### config.mk
export PLATFORM = sky130hd
export DESIGN_NAME = spi_cfg_reg
export DESIGN_NICKNAME = d
export VERILOG_FILES = /design/src/rtl/spi_cfg_reg.sv
export SDC_FILE = /design/constraint.sdc
export NUM_CORES = 1
export LEC_CHECK = 0
export CAP_MARGIN = 20
export CORE_MARGIN = 2
export CORE_UTILIZATION = 60
export CTS_BUF_LIST = sky130_fd_sc_hd__clkbuf_8
export DETAILED_ROUTE_END_ITERATION = 7
export PLACE_DENSITY_LB_ADDON = 0.1
export SLEW_MARGIN = 20
export SYNTH_ARGS = -nofsm -noshare
export SYNTH_HDL_FRONTEND = slang
export SYNTH_SLANG_ARGS = --single-unit
### constraint.sdc
create_clock -name wb_clk_i -period 2.9 [get_ports wb_clk_i]
set_clock_uncertainty 0.05 [all_clocks]
set_input_delay 0.58 -clock wb_clk_i [delete_from_list [all_inputs] [get_ports wb_clk_i]]
set_output_delay 0.58 -clock wb_clk_i [all_outputs]
set_load 0.02 [all_outputs]
### src/rtl/spi_cfg_reg.sv
// SPI-loaded configuration register: receives a WIDTH-bit word over a mode-0 SPI
// slave port, commits it on a full frame and streams the current word back on miso.
module spi_cfg_reg #(
   parameter int unsigned       WIDTH       = 32,
   parameter logic [WIDTH-1:0]  RESET_VALUE = '0,
   parameter int unsigned       SYNC_STAGES = 2
) (
   input  logic             wb_clk_i,
   input  logic             wb_rst_i,
   input  logic             spi_csb,
   input  logic             spi_sck,
   input  logic             spi_mosi,
   output logic             spi_miso,
   output logic [WIDTH-1:0] cfg_out,
   output logic             cfg_valid,
   output logic             frame_err
);

   localparam int unsigned    CW       = $clog2(WIDTH + 2);
   localparam logic [CW-1:0]  CNT_FULL = CW'(WIDTH);
   localparam logic [CW-1:0]  CNT_SAT  = CW'(WIDTH + 1);
   localparam logic [1:0]     SETTLED  = 2'(SYNC_STAGES);

   typedef enum logic [1:0] {
      ST_IDLE,
      ST_ACTIVE,
      ST_WAIT_IDLE
   } state_e;

   state_e state_q, state_d;

   logic [SYNC_STAGES-1:0] csb_sync_q, sck_sync_q, mosi_sync_q;
   logic                   csb_hist_q, sck_hist_q;
   logic                   csb_rise_q, csb_fall_q, sck_rise_q, sck_fall_q;
   logic [1:0]             settle_q;
   logic                   csb_s, sck_s, mosi_s;

   logic [WIDTH-1:0] rx_sr_q, rx_sr_d;
   logic [WIDTH-1:0] tx_sr_q, tx_sr_d;
   logic [CW-1:0]    cnt_q, cnt_d;
   logic [WIDTH-1:0] cfg_q, cfg_d;
   logic             valid_q, valid_d;
   logic             err_q, err_d;

   assign csb_s  = csb_sync_q[SYNC_STAGES-1];
   assign sck_s  = sck_sync_q[SYNC_STAGES-1];
   assign mosi_s = mosi_sync_q[SYNC_STAGES-1];

   // Edge pulses are registered, so a commit lands SYNC_STAGES+2 edges after csb rises.
   // settle_q keeps WAIT_IDLE from trusting csb_s until it holds a post-reset sample.
   always_ff @(posedge wb_clk_i) begin
      if (wb_rst_i) begin
         csb_sync_q  <= '1;
         sck_sync_q  <= '0;
         mosi_sync_q <= '0;
         csb_hist_q  <= 1'b1;
         sck_hist_q  <= 1'b0;
         csb_rise_q  <= 1'b0;
         csb_fall_q  <= 1'b0;
         sck_rise_q  <= 1'b0;
         sck_fall_q  <= 1'b0;
         settle_q    <= '0;
      end else begin
         csb_sync_q  <= {csb_sync_q[SYNC_STAGES-2:0], spi_csb};
         sck_sync_q  <= {sck_sync_q[SYNC_STAGES-2:0], spi_sck};
         mosi_sync_q <= {mosi_sync_q[SYNC_STAGES-2:0], spi_mosi};
         csb_hist_q  <= csb_s;
         sck_hist_q  <= sck_s;
         csb_rise_q  <= csb_s & ~csb_hist_q;
         csb_fall_q  <= ~csb_s & csb_hist_q;
         sck_rise_q  <= sck_s & ~sck_hist_q;
         sck_fall_q  <= ~sck_s & sck_hist_q;
         if (settle_q != SETTLED) begin
            settle_q <= settle_q + 2'd1;
         end
      end
   end

   always_ff @(posedge wb_clk_i) begin
      if (wb_rst_i) begin
         state_q <= ST_WAIT_IDLE;
      end else begin
         state_q <= state_d;
      end
   end

   always_comb begin
      state_d = state_q;
      unique case (state_q)
         ST_WAIT_IDLE: if ((settle_q == SETTLED) && csb_s) state_d = ST_IDLE;
         ST_IDLE:      if (csb_fall_q) state_d = ST_ACTIVE;
         ST_ACTIVE:    if (csb_rise_q) state_d = ST_IDLE;
         default:      state_d = ST_WAIT_IDLE;
      endcase
   end

   always_comb begin
      rx_sr_d = rx_sr_q;
      tx_sr_d = tx_sr_q;
      cnt_d   = cnt_q;
      cfg_d   = cfg_q;
      valid_d = 1'b0;
      err_d   = 1'b0;
      unique case (state_q)
         ST_IDLE: begin
            if (csb_fall_q) begin
               cnt_d   = '0;
               tx_sr_d = cfg_q;
            end
         end
         ST_ACTIVE: begin
            // csb rising wins over any sck edge seen in the same cycle
            if (csb_rise_q) begin
               if (cnt_q == CNT_FULL) begin
                  cfg_d   = rx_sr_q;
                  valid_d = 1'b1;
               end else if (cnt_q != '0) begin
                  err_d = 1'b1;
               end
            end else begin
               if (sck_rise_q) begin
                  rx_sr_d = {rx_sr_q[WIDTH-2:0], mosi_s};
                  if (cnt_q != CNT_SAT) begin
                     cnt_d = cnt_q + 1'b1;
                  end
               end
               if (sck_fall_q) begin
                  tx_sr_d = {tx_sr_q[WIDTH-2:0], 1'b0};
               end
            end
         end
         default: ;
      endcase
   end

   always_ff @(posedge wb_clk_i) begin
      if (wb_rst_i) begin
         rx_sr_q <= '0;
         tx_sr_q <= '0;
         cnt_q   <= '0;
         cfg_q   <= RESET_VALUE;
         valid_q <= 1'b0;
         err_q   <= 1'b0;
      end else begin
         rx_sr_q <= rx_sr_d;
         tx_sr_q <= tx_sr_d;
         cnt_q   <= cnt_d;
         cfg_q   <= cfg_d;
         valid_q <= valid_d;
         err_q   <= err_d;
      end
   end

   assign spi_miso  = (state_q == ST_ACTIVE) ? tx_sr_q[WIDTH-1] : 1'b0;
   assign cfg_out   = cfg_q;
   assign cfg_valid = valid_q;
   assign frame_err = err_q;

endmodule

# == Word level (Yosys, flattened, before mapping) ==
# Index checks and enable logic that the tools add are counted.
# totals
out_inout_bits,35
regBits,120
inputBits,5
elab_cells,69
# classes
n_reduce_logical,11
n_eq_ne,13
addsub,2
n_bitwise,10
muxes,16
# op_table
op,n
$mux 32,3
$pmux 32 s2,1
$mux 6,4
$ne 2x2->1 const B,8
$pmux 6 s2,1
$reduce_and 3->1,3
$add 6x1->6 const B,1
$eq 6x6->1 const B,1
$mux 2,3
$ne 6x6->1 const B,1
$not 1->1,6
$pmux 2 s3,1
$reduce_bool 6->1,1
$reduce_and 5->1,1
$and 1x1->1,4
$eq 2x2->1 const B,2
$reduce_and 4->1,1
$reduce_or 4->1,1
$mux 1,3
$reduce_or 3->1,1
$add 2x1->2 const B,1
$eq 2x1->1 const B,1
$logic_not 2->1,1
$reduce_bool 2->1,1
$logic_and 1x1->1,1

# == Logic depth before layout (Yosys ltp) ==
# Gate-level depths: netlist of the first run.
# logic_depth
ltp_word,5
mapped_depth,8
mapped_depth_nobuf,6

# == Worst setup path before layout of the first run ==
# Ideal clock, no wire load.
# synth_path
kind,reg2out
start,reg state_q[0]
end,out spi_miso
path_stages_with_launch,5
path_buffers,2
arrival_ns,1.282
path_slack_ns,0.988
required_ns,2.270
path_cell_list,dfxtp_1 -> nor2b_1 -> clkbuf_1 -> clkbuf_1 -> and2_1
# synth_between
elab_chain_len,2
# synth_rtl
item,line,source
from (decl),30,"state_e state_q, state_d;"
from (signal assigned),83,state_q <= state_d;
$eq 2x1->1,154,assign spi_miso = (state_q == ST_ACTIVE) ? tx_sr_q[WIDTH-1] : 1'b0;
$mux 1,154,
to (decl),13,"output logic spi_miso,"
# Every way passes these cells.

# == Final worst setup path of the first run ==
# Same ends and word-level chain as after synthesis.

==> results of run 1 <==
## state kept, by name (all words and copies together), names as in the netlist, 2 cells and up
signal       flops
state_q          2
mosi_sync_q      2
tx_sr_q         32
settle_q         2
cfg_out         32
sck_sync_q       2
rx_sr_q         32
cnt_q            6
csb_sync_q       2
## through the flow
stage,cell area (sq um),utilization
after floorplan,4520,-
after global placement,4930,0.680
after detailed placement,4930,0.680
after CTS,5370,0.741
after global routing,5380,0.741
final,5380,0.741
## layer usage
metal | vias up | part of all wire | track usage | routed length, microns
li1 | 1905 | - | - | -
met1 | 1761 | 0.45 | 0.288 | 4250
met2 | 85 | 0.50 | 0.405 | 4630
met3 | 7 | 0.040 | 0.0693 | 375
met4 | 0 | 0.0089 | 0.0707 | 83
met5 | - | 0 | 0 | 0
## synth_stat cells (2+ instances only)
library cell	n
nor3_1	2
a41oi_1	2
nor3b_1	3
a21oi_1	69
clkbuf_1	27
nand3b_1	3
inv_1	5
nor2b_1	7
nand2_1	196
dfxtp_1	120
buf_2	8
nand2b_1	3
or2_2	3
nor2_1	37
ha_1	4
or3_1	3
a311oi_1	33
o21ai_0	2
buf_6	6
nand3_1	3
## final cells by class
| cell class | count | share of cell area |
|---|---|---|
| sequential | 120 | 0.447 |
| tap | 99 | 0.0230 |
| inverter | 5 | 0.00349 |
| clock inverter | 14 | 0.0365 |
| timing repair buffer | 49 | 0.0885 |
| multi-input combinational | 385 | 0.355 |
| clock buffer | 18 | 0.0461 |
## report_power, final
part	switching [mW]	total, mW	internal (mW)	leakage [nW]
sequential	0.0234	1.70	1.68	0.969
clock	0.677	1.64	0.965	0.216
combinational	0.0711	0.120	0.0490	0.510
total	0.772	3.47	2.69	1.69
## kinds of logic after synthesis
group	count (synthesis)	share of synthesized area
xor+xnor	1	0.00194
mux	1	0.00249
buf+inv	47	0.0521
flops	120	0.532
simple gates	267	0.245
fa+ha+maj	4	0.0111
compound gates	112	0.156
## worst min path at each step
stage | start | end | slack [ns] | cells past startpoint
after detailed placement | csb_sync_q[0]$_SDFF_PP1_ | csb_sync_q[1]$_SDFF_PP1_ | 0.35 | 1
after global routing | sck_sync_q[1]$_SDFF_PP0_ | sck_fall_q$_SDFF_PP0_ | 0.40 | 1
after floorplan | sck_hist_q$_SDFF_PP0_ | sck_rise_q$_SDFF_PP0_ | 0.33 | 1
final | sck_hist_q$_SDFF_PP0_ | sck_rise_q$_SDFF_PP0_ | 0.36 | 1
after global placement | sck_hist_q$_SDFF_PP0_ | sck_rise_q$_SDFF_PP0_ | 0.34 | 1
after CTS | sck_hist_q$_SDFF_PP0_ | sck_rise_q$_SDFF_PP0_ | 0.36 | 1
==> qor.yml, run 1 <==
hold_path:
  hold_class: "register to register"
worst_setup_path:
  timing.rr.end: "rx_sr_q[25]$_SDFFE_PP0P_"
  cp_max_fo: 7
  required_ns: 2.27
  regToRegStartpoint: "state_q[0]$_SDFFE_PP0P_"
  cp.arrival_ns: 1.83
  cp_top_family: "buffers and inverters"
  crit_buf_inv: 1
  critical_path.endpoint_type: "output pin"
  cp_cell_sequence: "nor2b_2 -> and2_1 -> clkdlybuf4s50_1"
  critPathKind: "register to output pin"
  cp.depth: 3
  crit_path_top_delay_cell: "clkdlybuf4s50_1"
  slowest_delay_ns: 0.60
  crit_path_end: "spi_miso"
  ff2ff_setup_slack_ns: 0.76
  startpoint_type: "register"
  crit_start: "state_q[0]$_SDFFE_PP0P_"
  worst-r2r-cell-count: 6
clocking:
  clk_pin_slew_ns: 0.07
  clock_latency_ns: 0.42
  ctsLongestPathBuffers: 2
  cts-buffers-inserted: 17
  cts_max_level: 4
  hold_buffers: 0
  clock-sinks: 120
  cts_resized: 0
  cts_tree: "done"
  post_cts_buffers: 0
  clock-root-buffer: "clkbuf_8"
place:
  place_ws_ns: 0.766
  gp_congestion: 0.805
  io_buffers: 39
  hpwl_microns: 5670
  numPlacedInstances: 658
timing:
  worstMarginPinSlew_ns: 0.705
  maxSlewViolCount: 0
  tns_ns: 0
  whs_ns: 0.360
  hold_viol: 0
  relSlewSlack: 0.530
  finalSetupViolCount: 0
  timing.fmax_mhz: 407
  rsz0062_at_grt: "no"
  worst_slack_ns: 0.440
  fin_crit_ns: 2.46
  fin_crit_sh: 0.848
yosys:
  synthCells: 552
  synthFlopType: "dfxtp_1"
  ys_types: 36
  syn_nets: 561
  ys_seq_area_frac: 0.532
  netlist_area_sq_mm: 0.00452
  synth_edf_count: 0
  synth_top_area_cell: "dfxtp_1"
  synth_area_leaders: "dfxtp_1, nand2_1, a21oi_1"
  synthArstFlopShare: 0
  post_synth.cell_area_avg_sq_um: 8.18
  ys_warn_count: 0
  synth-seq-cells: 120
  synth_top_area_share: 0.532
global_routing:
  grt_max_degree: 99
  grt_pass1_vias: 3490
  grtUsageTotal: 0.236
  antenna_found_initial: 0
  grt_overflow: 0
  grt_pass1_wl_microns: 15800
routing:
  drcViolationCount: 0
  first_iter_violations: 204
  wl_per_cell_microns: 13.5
  drt_pass1_iterations: 4
  num_vias: 3758
  routed_via_density: 5.45
  ant_nets: 0
  finalWirelength_microns: 9340
floorplanning:
  dieArea_sq_mm: 0.00824
  start_util: 0.623
  io_pins: 40
  row_count: 31
  die_width_microns: 90.8
  core-area_sq_mm: 0.00725
  dieHeight_microns: 90.8
flow_run:
  max-cap-violations: 0
run_status:
  outcome: "finished, final reports clean"
pwr:
  irDropWorstVdd_uv: 536
  power.total_mw: 3.47
  total_leakage_power_nw: 1.69
  powerDensity_mw_per_mm2: 645
final_layout:
  drive_gt1_frac: 0.0897
  seqCellArea_sq_mm: 0.00240
  layout_commonest_cell: "nand2_1"
  fillCellCount: 557
  diodes: 0
  multi_input_area_sq_mm: 0.00191
  area_growth_pct: 19.0
  mostFrequentLayoutCells: "nand2_1, dfxtp_1, a21oi_1, clkdlybuf4s50_1, nor2_1"
  fin_cells: 690
  nets: 587
No activity file was read; power rests on OpenSTA's default activity.
==> run 2: changes to the inputs <==
--- a/config.mk
+++ b/config.mk
@@ -7,7 +7,7 @@
 export LEC_CHECK = 0
 export CAP_MARGIN = 20
 export CORE_MARGIN = 2
-export CORE_UTILIZATION = 60
+export CORE_UTILIZATION = 53
 export CTS_BUF_LIST = sky130_fd_sc_hd__clkbuf_8
 export DETAILED_ROUTE_END_ITERATION = 7
 export PLACE_DENSITY_LB_ADDON = 0.1
==> constraint.sdc (replaced) <==
create_clock -name wb_clk_i -period 2.1 [get_ports wb_clk_i]
set_clock_uncertainty 0.05 [all_clocks]
set_input_delay 0.42 -clock wb_clk_i [delete_from_list [all_inputs] [get_ports wb_clk_i]]
set_output_delay 0.42 -clock wb_clk_i [all_outputs]
set_load 0.02 [all_outputs]
==> run 2 against run 1 <==
Net effect:
- worst hold slack lost 0.054 ns
- via count shrank 2.9%
- cell count grew 1.2%
- first-iteration DRC count shrank 19%
- die area grew 13%
==> qor.yml, run 2 (same netlist as run 1, synthesis figures left out) <==
final_layout:
  fillCellCount: 733  # was 557
  area_growth_pct: 19.4  # was 19.0%
  mostFrequentLayoutCells: "nand2_1, dfxtp_1, a21oi_1, nor2_1, clkdlybuf4s50_1"  # was nand2_1, dfxtp_1, a21oi_1, clkdlybuf4s50_1, nor2_1
  fin_area_sq_mm: 0.00539  # was 0.00538 sq mm
  layout_commonest_cell: "nand2_1"  # unchanged
  fin_cells: 698  # was 690
  seqCellArea_sq_mm: 0.00240  # about the same
  nets: 590  # was 587
  drive_gt1_frac: 0.0911  # was 0.0897
  diodes: 0  # unchanged
  multi_input_area_sq_mm: 0.00192  # was 0.00191 sq mm
timing:
  rsz0062_at_grt: "no"  # unchanged
  fin_crit_ns: 1.95
  hold_viol: 0  # unchanged
  tns_ns: 0  # unchanged
  fin_crit_sh: 0.928
  worstMarginPinSlew_ns: 0.367  # was 0.705 ns
  finalSetupViolCount: 0  # unchanged
  timing.fmax_mhz: 513
  maxSlewViolCount: 0  # unchanged
  relSlewSlack: 0.756  # was 0.530
clocking:
  clock-sinks: 120  # unchanged
  cts-buffers-inserted: 17  # unchanged
  ctsLongestPathBuffers: 2  # unchanged
  hold_buffers: 0  # unchanged
  clock_latency_ns: 0.41  # was 0.42 ns
  cts_tree: "done"  # unchanged
  cts_max_level: 4  # unchanged
  clock-root-buffer: "clkbuf_8"  # unchanged
  post_cts_buffers: 0  # unchanged
  clk_pin_slew_ns: 0.07  # about the same
  cts_resized: 2  # was 0
routing:
  first_iter_violations: 165  # was 204
  drcViolationCount: 0  # unchanged
  ant_nets: 0  # unchanged
  num_vias: 3650  # was 3758
  routed_via_density: 5.23  # was 5.45
  finalWirelength_microns: 8660  # was 9340 microns
  drt_pass1_iterations: 4  # unchanged
  wl_per_cell_microns: 12.4  # was 13.5 microns
place:
  io_buffers: 39  # unchanged
  numPlacedInstances: 667  # was 658
  gp_congestion: 0.741  # was 0.805
  placed_area_sq_mm: 0.00497  # was 0.00493 sq mm
  hpwl_microns: 5380  # was 5670 microns
worst_setup_path:
  startpoint_type: "register"  # unchanged
  critical_path.endpoint_type: "output pin"  # unchanged
  timing.rr.end: "tx_sr_q[24]$_SDFFE_PP0P_"  # was rx_sr_q[25]$_SDFFE_PP0P_
  ff2ff_setup_slack_ns: 0.28  # was 0.76 ns
  cp_max_fo: 7  # unchanged
  worst-r2r-cell-count: 5  # was 6
  required_ns: 1.63  # was 2.27 ns
  critPathKind: "register to output pin"  # unchanged
  cp.arrival_ns: 1.48  # was 1.83 ns
  regToRegStartpoint: "state_q[1]$_SDFFE_PP1P_"  # was state_q[0]$_SDFFE_PP0P_
floorplanning:
  dieArea_sq_mm: 0.00928  # was 0.00824 sq mm
  start_util: 0.547  # was 0.623
  die_width_microns: 96.3  # was 90.8 microns
  dieHeight_microns: 96.3  # was 90.8 microns
  row_count: 33  # was 31
  io_pins: 40  # unchanged
  core-area_sq_mm: 0.00826  # was 0.00725 sq mm
pwr:
  seqPwrFrac: 0.500  # was 0.491
  clockPowerShare: 0.465  # was 0.474
  switching_share: 0.213  # was 0.223
  powerDensity_mw_per_mm2: 872  # was 645 mW/mm^2
  comb_power_share: 0.035  # about the same
  p_switching_mw: 1.00  # was 0.772 mW
  p_int_mw: 3.70  # was 2.69 mW
  total_leakage_power_nw: 1.71  # was 1.69 nW
  irDropWorstVdd_uv: 713  # was 536 uV
hold_path:
  min_from: "wb_rst_i"  # was sck_hist_q$_SDFF_PP0_
  hold_class: "input port to register"  # was register to register
  whs_endpoint: "settle_q[1]$_SDFFE_PP0P_"  # was sck_rise_q$_SDFF_PP0_
  hold_path_depth: 2  # was 1
global_routing:
  antenna_found_initial: 0  # unchanged
  grtUsageTotal: 0.206  # was 0.236
  grt_pass1_vias: 3373  # was 3490
  grt_overflow: 0  # unchanged
  grt_pass1_wl_microns: 14800  # was 15800 microns
  grt_max_degree: 65  # was 99
flow_run:
  max-cap-violations: 0  # unchanged
run_status:
  outcome: "finished, final reports clean"  # unchanged
==> run 2: how the worst max path moves through the flow <==
stage,start,end,slack (ns),cells after the start
CTS,state_q[0]$_SDFFE_PP0P_,spi_miso,0.11,3
finish,state_q[0]$_SDFFE_PP0P_,spi_miso,0.15,3
global route,state_q[0]$_SDFFE_PP0P_,spi_miso,0.06,3
floorplan,state_q[0]$_SDFFE_PP0P_,spi_miso,0.35,4
global placement,state_q[0]$_SDFFE_PP0P_,spi_miso,0.29,3
detailed placement,state_q[0]$_SDFFE_PP0P_,spi_miso,0.25,3
==> run 2: cell type report <==
type,count,area share
clock buffers,18,0.0459
flip-flops and latches,120,0.446
clock inverters,13,0.0334
inverters,5,0.00348
multi-input cells,385,0.355
repair buffers,52,0.0921
well taps,105,0.0244
==> run 2: worst max-delay path, stage by stage, from the launching register on <==
cell           delay (ns)
dfxtp_2              0.39
nor2b_2              0.21
and2_1               0.14
dlygate4sd2_1        0.33
==> run 2: through the flow <==
stage | util | hold slack [ns] | setup WS, ns | total power, mW
floorplan | - | 0.333 | 0.348 | 2.52
global placement | 0.601 | 0.341 | 0.295 | 2.56
detailed placement | 0.601 | 0.344 | 0.249 | 2.57
CTS | 0.653 | 0.288 | 0.111 | 4.75
global route | 0.653 | 0.287 | 0.0587 | 4.90
finish | 0.653 | 0.305 | 0.152 | 4.70
==> run 2: power groups by stage <==
stage	Clock, mW	Combinational (mW)	Sequential (mW)
after detailed placement	0	0.164	2.40
after floorplan	0	0.131	2.39
after CTS	2.24	0.165	2.35
after global routing	2.35	0.190	2.36
after global placement	0	0.157	2.40
final	2.19	0.163	2.35
==> run 2: per-layer routing <==
layer,global-route usage,vias up,part of all wire
met4,0.0880,0,0.0069
met2,0.346,50,0.48
li1,-,1900,-
met5,0,-,0
met3,0.0642,6,0.034
met1,0.244,1694,0.48
